## src/rtl/wb_trace_fifo.sv

```systemverilog
`default_nettype none
// ============================================================================
// Module : wb_trace_fifo
// Brief  : Show-ahead FIFO for CPU writeback trace records. It drops records
//          once full, counts the drops and flags them with a sticky bit.
// Rev    : 1.0 - initial release
// ============================================================================
module wb_trace_fifo #(
    parameter int  DEPTH     = 16,
    parameter bit  FILTER_R0 = 1'b1,
    localparam int ADDR_W    = $clog2(DEPTH)
) (
    input  logic              clk,
    input  logic              reset,
    input  logic              clear,
    input  logic [31:0]       wb_pc,
    input  logic [3:0]        wb_we,
    input  logic [4:0]        wb_wnum,
    input  logic [31:0]       wb_wdata,
    output logic              trace_valid,
    input  logic              trace_ready,
    output logic [31:0]       trace_pc,
    output logic [3:0]        trace_we,
    output logic [4:0]        trace_wnum,
    output logic [31:0]       trace_wdata,
    output logic [ADDR_W:0]   count,
    output logic              overflow,
    output logic [15:0]       drop_cnt
);

    localparam logic [ADDR_W:0] c_depth   = (ADDR_W + 1)'(DEPTH);
    localparam int              c_rec_w   = 73;

    logic [c_rec_w-1:0] r_mem [DEPTH];
    logic [ADDR_W-1:0]  r_wr_ptr;
    logic [ADDR_W-1:0]  r_rd_ptr;
    logic [ADDR_W:0]    r_count;
    logic               r_overflow;
    logic [15:0]        r_drop_cnt;

    logic               w_cap;
    logic               w_pop;
    logic               w_push;
    logic               w_drop;
    logic [c_rec_w-1:0] w_rec;
    logic [c_rec_w-1:0] w_head;

    assign w_rec  = {wb_pc, wb_we, wb_wnum, wb_wdata};
    assign w_cap  = (|wb_we) && ((wb_wnum != 5'd0) || !FILTER_R0);
    assign w_pop  = trace_valid && trace_ready;
    // A full FIFO still accepts a record when the head leaves in the same cycle.
    assign w_push = w_cap && ((r_count < c_depth) || w_pop);
    assign w_drop = w_cap && !w_push;

    // Storage carries no reset; validity is tracked by the pointers and count.
    always_ff @(posedge clk) begin
        if (w_push && !clear) begin
            r_mem[r_wr_ptr] <= w_rec;
        end
    end

    always_ff @(posedge clk or posedge reset) begin
        if (reset) begin
            r_wr_ptr   <= '0;
            r_rd_ptr   <= '0;
            r_count    <= '0;
            r_overflow <= 1'b0;
            r_drop_cnt <= 16'd0;
        end else if (clear) begin
            r_wr_ptr   <= '0;
            r_rd_ptr   <= '0;
            r_count    <= '0;
            r_overflow <= 1'b0;
            r_drop_cnt <= 16'd0;
        end else begin
            if (w_push) begin
                r_wr_ptr <= r_wr_ptr + 1'b1;
            end
            if (w_pop) begin
                r_rd_ptr <= r_rd_ptr + 1'b1;
            end
            if (w_push && !w_pop) begin
                r_count <= r_count + 1'b1;
            end else if (w_pop && !w_push) begin
                r_count <= r_count - 1'b1;
            end
            if (w_drop) begin
                r_overflow <= 1'b1;
                if (r_drop_cnt != 16'hFFFF) begin
                    r_drop_cnt <= r_drop_cnt + 16'd1;
                end
            end
        end
    end

    assign w_head      = r_mem[r_rd_ptr];
    assign trace_valid = (r_count != '0);
    assign trace_pc    = w_head[72:41];
    assign trace_we    = w_head[40:37];
    assign trace_wnum  = w_head[36:32];
    assign trace_wdata = w_head[31:0];
    assign count       = r_count;
    assign overflow    = r_overflow;
    assign drop_cnt    = r_drop_cnt;

endmodule
`default_nettype wire
```

## config.mk

```make
export PLATFORM = sky130hd
export DESIGN_NAME = wb_trace_fifo
export DESIGN_NICKNAME = d
export VERILOG_FILES = /design/src/rtl/wb_trace_fifo.sv
export SDC_FILE = /design/constraint.sdc
export NUM_CORES = 1
export LEC_CHECK = 0
export ABC_CLOCK_PERIOD_IN_PS = 6350
export CAP_MARGIN = 20
export CORE_ASPECT_RATIO = 1.2
export CORE_MARGIN = 3
export CORE_UTILIZATION = 35
export CTS_CLUSTER_DIAMETER = 40
export DETAILED_ROUTE_END_ITERATION = 12
export PLACE_DENSITY_LB_ADDON = 0.08
export SLEW_MARGIN = 0
export SYNTH_ARGS = -nofsm -noshare
export SYNTH_HDL_FRONTEND = slang
export SYNTH_SLANG_ARGS = --single-unit
```

## constraint.sdc

```tcl
create_clock -name clk -period 6.35 [get_ports clk]
set_input_delay 1.905 -clock clk [delete_from_list [all_inputs] [get_ports clk]]
set_output_delay 1.905 -clock clk [all_outputs]
set_load 0.02 [all_outputs]
```

==> results.py <==
metrics = {
    "cts": {
        "cts_setup_buffers": 0,
        "tritoncts": "done",
        "htree_num_levels": 4,
        "clk_latency_ns": 0.76,
        "cts-root-buf": "clkbuf_16",
        "cts.repair.resized": 0,
        "clkSlewWorstSetupHoldPaths_ns": 0.05,
        "clock_sinks": 1198,
        "clock_path_buffers": 3,
        "cts_buffers": 156,
        "holdBufCountCts": 0,
    },
    "setup_path": {
        "start_kind": "flip-flop",
        "r2r_slack_ns": 3.26,
        "crit_arrival_ns": 3.86,
        "path_delay_family": "multiplexers",
        "cp-end-kind": "primary output",
        "required_ns": 4.45,
        "path_buf_inv": 2,
        "cpMaxStageDelayCell": "dfrtp_4",
        "cp_cell_sequence": "buf_12 > mux4_2 > mux4_2 > clkdlybuf4s50_1",
        "cpMostUsedCell": "mux4_2",
        "path_max_fanout": 47,
        "cpPeakStageDelay_ns": 0.92,
        "path_class": "flip-flop to primary output",
    },
    "outcome": {
        "status": "finished clean",
    },
    "global_routing": {
        "track_usage": 0.166,
        "grt_first_pass_wirelength_um": 161000,
        "antenna_found_initial": 8,
        "grt_pass1_vias": 22700,
        "grt_max_degree": 74,
        "overflow": 0,
    },
    "logic_synthesis": {
        "synth_cells": 1821,
        "yosysUniqueCellTypes": 42,
        "synth_edf_count": 1168,
        "ys.warnings.count": 0,
        "synth_area_per_cell_um2": 25.0,
        "yosysSeqAreaShare": 0.787,
        "synthArstFlopShare": 0.0250,
        "synth_nets": 1909,
        "ys_seq_elements": 1198,
        "synthFlopType": "edfxtp_1",
        "syn_area_um2": 45500,
    },
    "routing": {
        "first_pass_iters": 5,
        "routed_wl_um": 109000,
        "vias": 20500,
        "wl_per_cell_um": 27.7,
        "ant_nets": 0,
        "drtIter0Drc": 1638,
        "vias_per_cell": 5.19,
        "drc": 0,
    },
    "timing": {
        "finalHoldViolations": 0,
        "final-max-slew-violation-count": 0,
        "setup_viol": 0,
        "min_period_ns": 5.76,
        "worst_slew_pin_slew_ns": 0.983,
        "period_share": 0.908,
        "fmax_mhz": 173,
        "fin_worst_skew_ns": 0.0189,
        "fin_tns_setup_ns": 0,
        "relSlewSlack": 0.339,
        "rsz0062_at_grt": "false",
    },
    "finish": {
        "area_growth_pct": 22.0,
        "drive_above_1_share": 0.314,
        "layout.nets": 2222,
        "final_cells": 3945,
    },
    "floorplan": {
        "start_util": 0.353,
        "die_h_um": 401,
        "ios": 173,
        "row_count": 144,
        "die_w_um": 335,
        "die_area_um2": 134000,
        "coreArea_um2": 129000,
    },
    "place": {
        "numPortBuffers": 172,
        "gp_congestion": 0.717,
        "place_inst": 3655,
        "dpl.hpwl_um": 58100,
    },
    "worst_hold_path": {
        "hp-class": "flip-flop to flip-flop",
    },
    "power_and_ir_drop": {
        "irDropWorstVdd_v": 0.000219,
        "p_per_area_nw_per_um2": 404,
        "power.total_w": 0.0224,
        "total_leakage_power_nw": 17.0,
    },
    "flow_run": {
        "cap_violations": 0,
    },
}
cell usage after synthesis (2+ instances only):
cell type | number | area [um^2]
o21ai_1 | 2 | 10.0
a21oi_1 | 10 | 50.1
nand2_1 | 14 | 52.6
buf_1 | 5 | 18.8
nor3_1 | 8 | 40.0
dfrtp_1 | 30 | 751
or3_1 | 2 | 12.5
mux2_1 | 4 | 45.0
ha_1 | 10 | 125
xor2_1 | 3 | 26.3
nor2_1 | 47 | 176
and4_1 | 3 | 26.3
mux4_2 | 365 | 8220
inv_1 | 6 | 22.5
nand3_1 | 8 | 40.0
buf_2 | 34 | 170
nor2b_1 | 3 | 18.8
edfxtp_1 | 1168 | 35100
nor4_1 | 7 | 43.8
or4_1 | 2 | 15.0
clkbuf_1 | 48 | 180
xnor2_1 | 19 | 166
nand4_1 | 4 | 25.0
worst paths after layout:
path,endpoint,startpoint,depth (start not counted)
hold / removal,overflow$_DFFE_PP0P_,overflow$_DFFE_PP0P_,2
setup / recovery,trace_we[1],r_rd_ptr[0]$_DFFE_PP0P_,4
min in group asynchronous,drop_cnt[7]$_DFFE_PP0P_,reset,3
hold reg to reg,overflow$_DFFE_PP0P_,overflow$_DFFE_PP0P_,2
max in group asynchronous,r_rd_ptr[2]$_DFFE_PP0P_,reset,3
setup reg to reg,count[3]$_DFFE_PP0P_,count[1]$_DFFE_PP0P_,9
where the power goes:
group	switching, W	internal (W)
logic	0.00205	0.00210
clock network	0.00342	0.00564
registers	0.000182	0.00903
total	0.00565	0.0168
kinds of logic (layout without fill, tap and decap cells):
family                     Yosys count  in the layout  synth area share
AOI/OAI and AO/OA                   20             20           0.00322
xor gates and xnor gates            22             22           0.00424
adders and majority gates           11             11           0.00319
buffers and inverters               93            537           0.00861
DFF                               1198           1198             0.787
muxes                              370            370             0.182
other                                0              1                 0
and+or+nand+nor                    107            107            0.0114
placed cells by master, fill, tap and decap left out, types with 10 or more instances in the layout:
| cell | instances |
|---|---|
| a21oi_1 | 10 |
| clkinv_1 | 21 |
| inv_6 | 21 |
| ha_1 | 10 |
| nor2_4 | 16 |
| dfrtp_1 | 26 |
| clkinv_2 | 18 |
| edfxtp_1 | 1168 |
| buf_4 | 34 |
| nor2_1 | 31 |
| nand2_1 | 14 |
| buf_12 | 36 |
| xnor2_1 | 19 |
| mux4_2 | 365 |
| clkdlybuf4s50_1 | 172 |
| clkinvlp_4 | 14 |
| clkbuf_16 | 159 |
| bufinv_16 | 24 |
| clkbuf_1 | 18 |
tightest hold or removal path, cell delays in order, from the launching register on:
cell     delay, ns
dfrtp_1       0.38
inv_1         0.05
a21oi_1       0.05
area by class of cell:
type,instances,area [um^2]
Antenna cell,1,2.50
Clock buffer,178,4060
Clock inverter,111,1360
Fill cell,10900,73300
Inverter,6,22.5
Multi-Input combinational cell,530,9400
Sequential cell,1198,35800
Tap cell,1679,2100
Timing Repair Buffer,242,2700
state kept, by name, summed over array words and instances, names as in the netlist:
name      count
overflow      1
count         5
r_wr_ptr      4
drop_cnt     16
r_mem      1168
r_rd_ptr      4
routing by layer:
metal  GRT usage  share of wire
met3      0.0303          0.043
met2       0.274           0.50
met1       0.227           0.43
met5           0        0.00025
met4      0.0464          0.020
through the flow:
stage,hold slack [ns],util,cell area (um^2),setup WS [ns]
floorplan,0.525,-,45500,0.128
global placement,0.506,0.389,50100,1.01
detailed placement,0.507,0.389,50100,0.876
CTS,0.526,0.431,55500,0.393
global route,0.555,0.431,55500,0.364
finish,0.527,0.431,55500,0.585
Note: power is estimated with default switching activity, not from simulation.
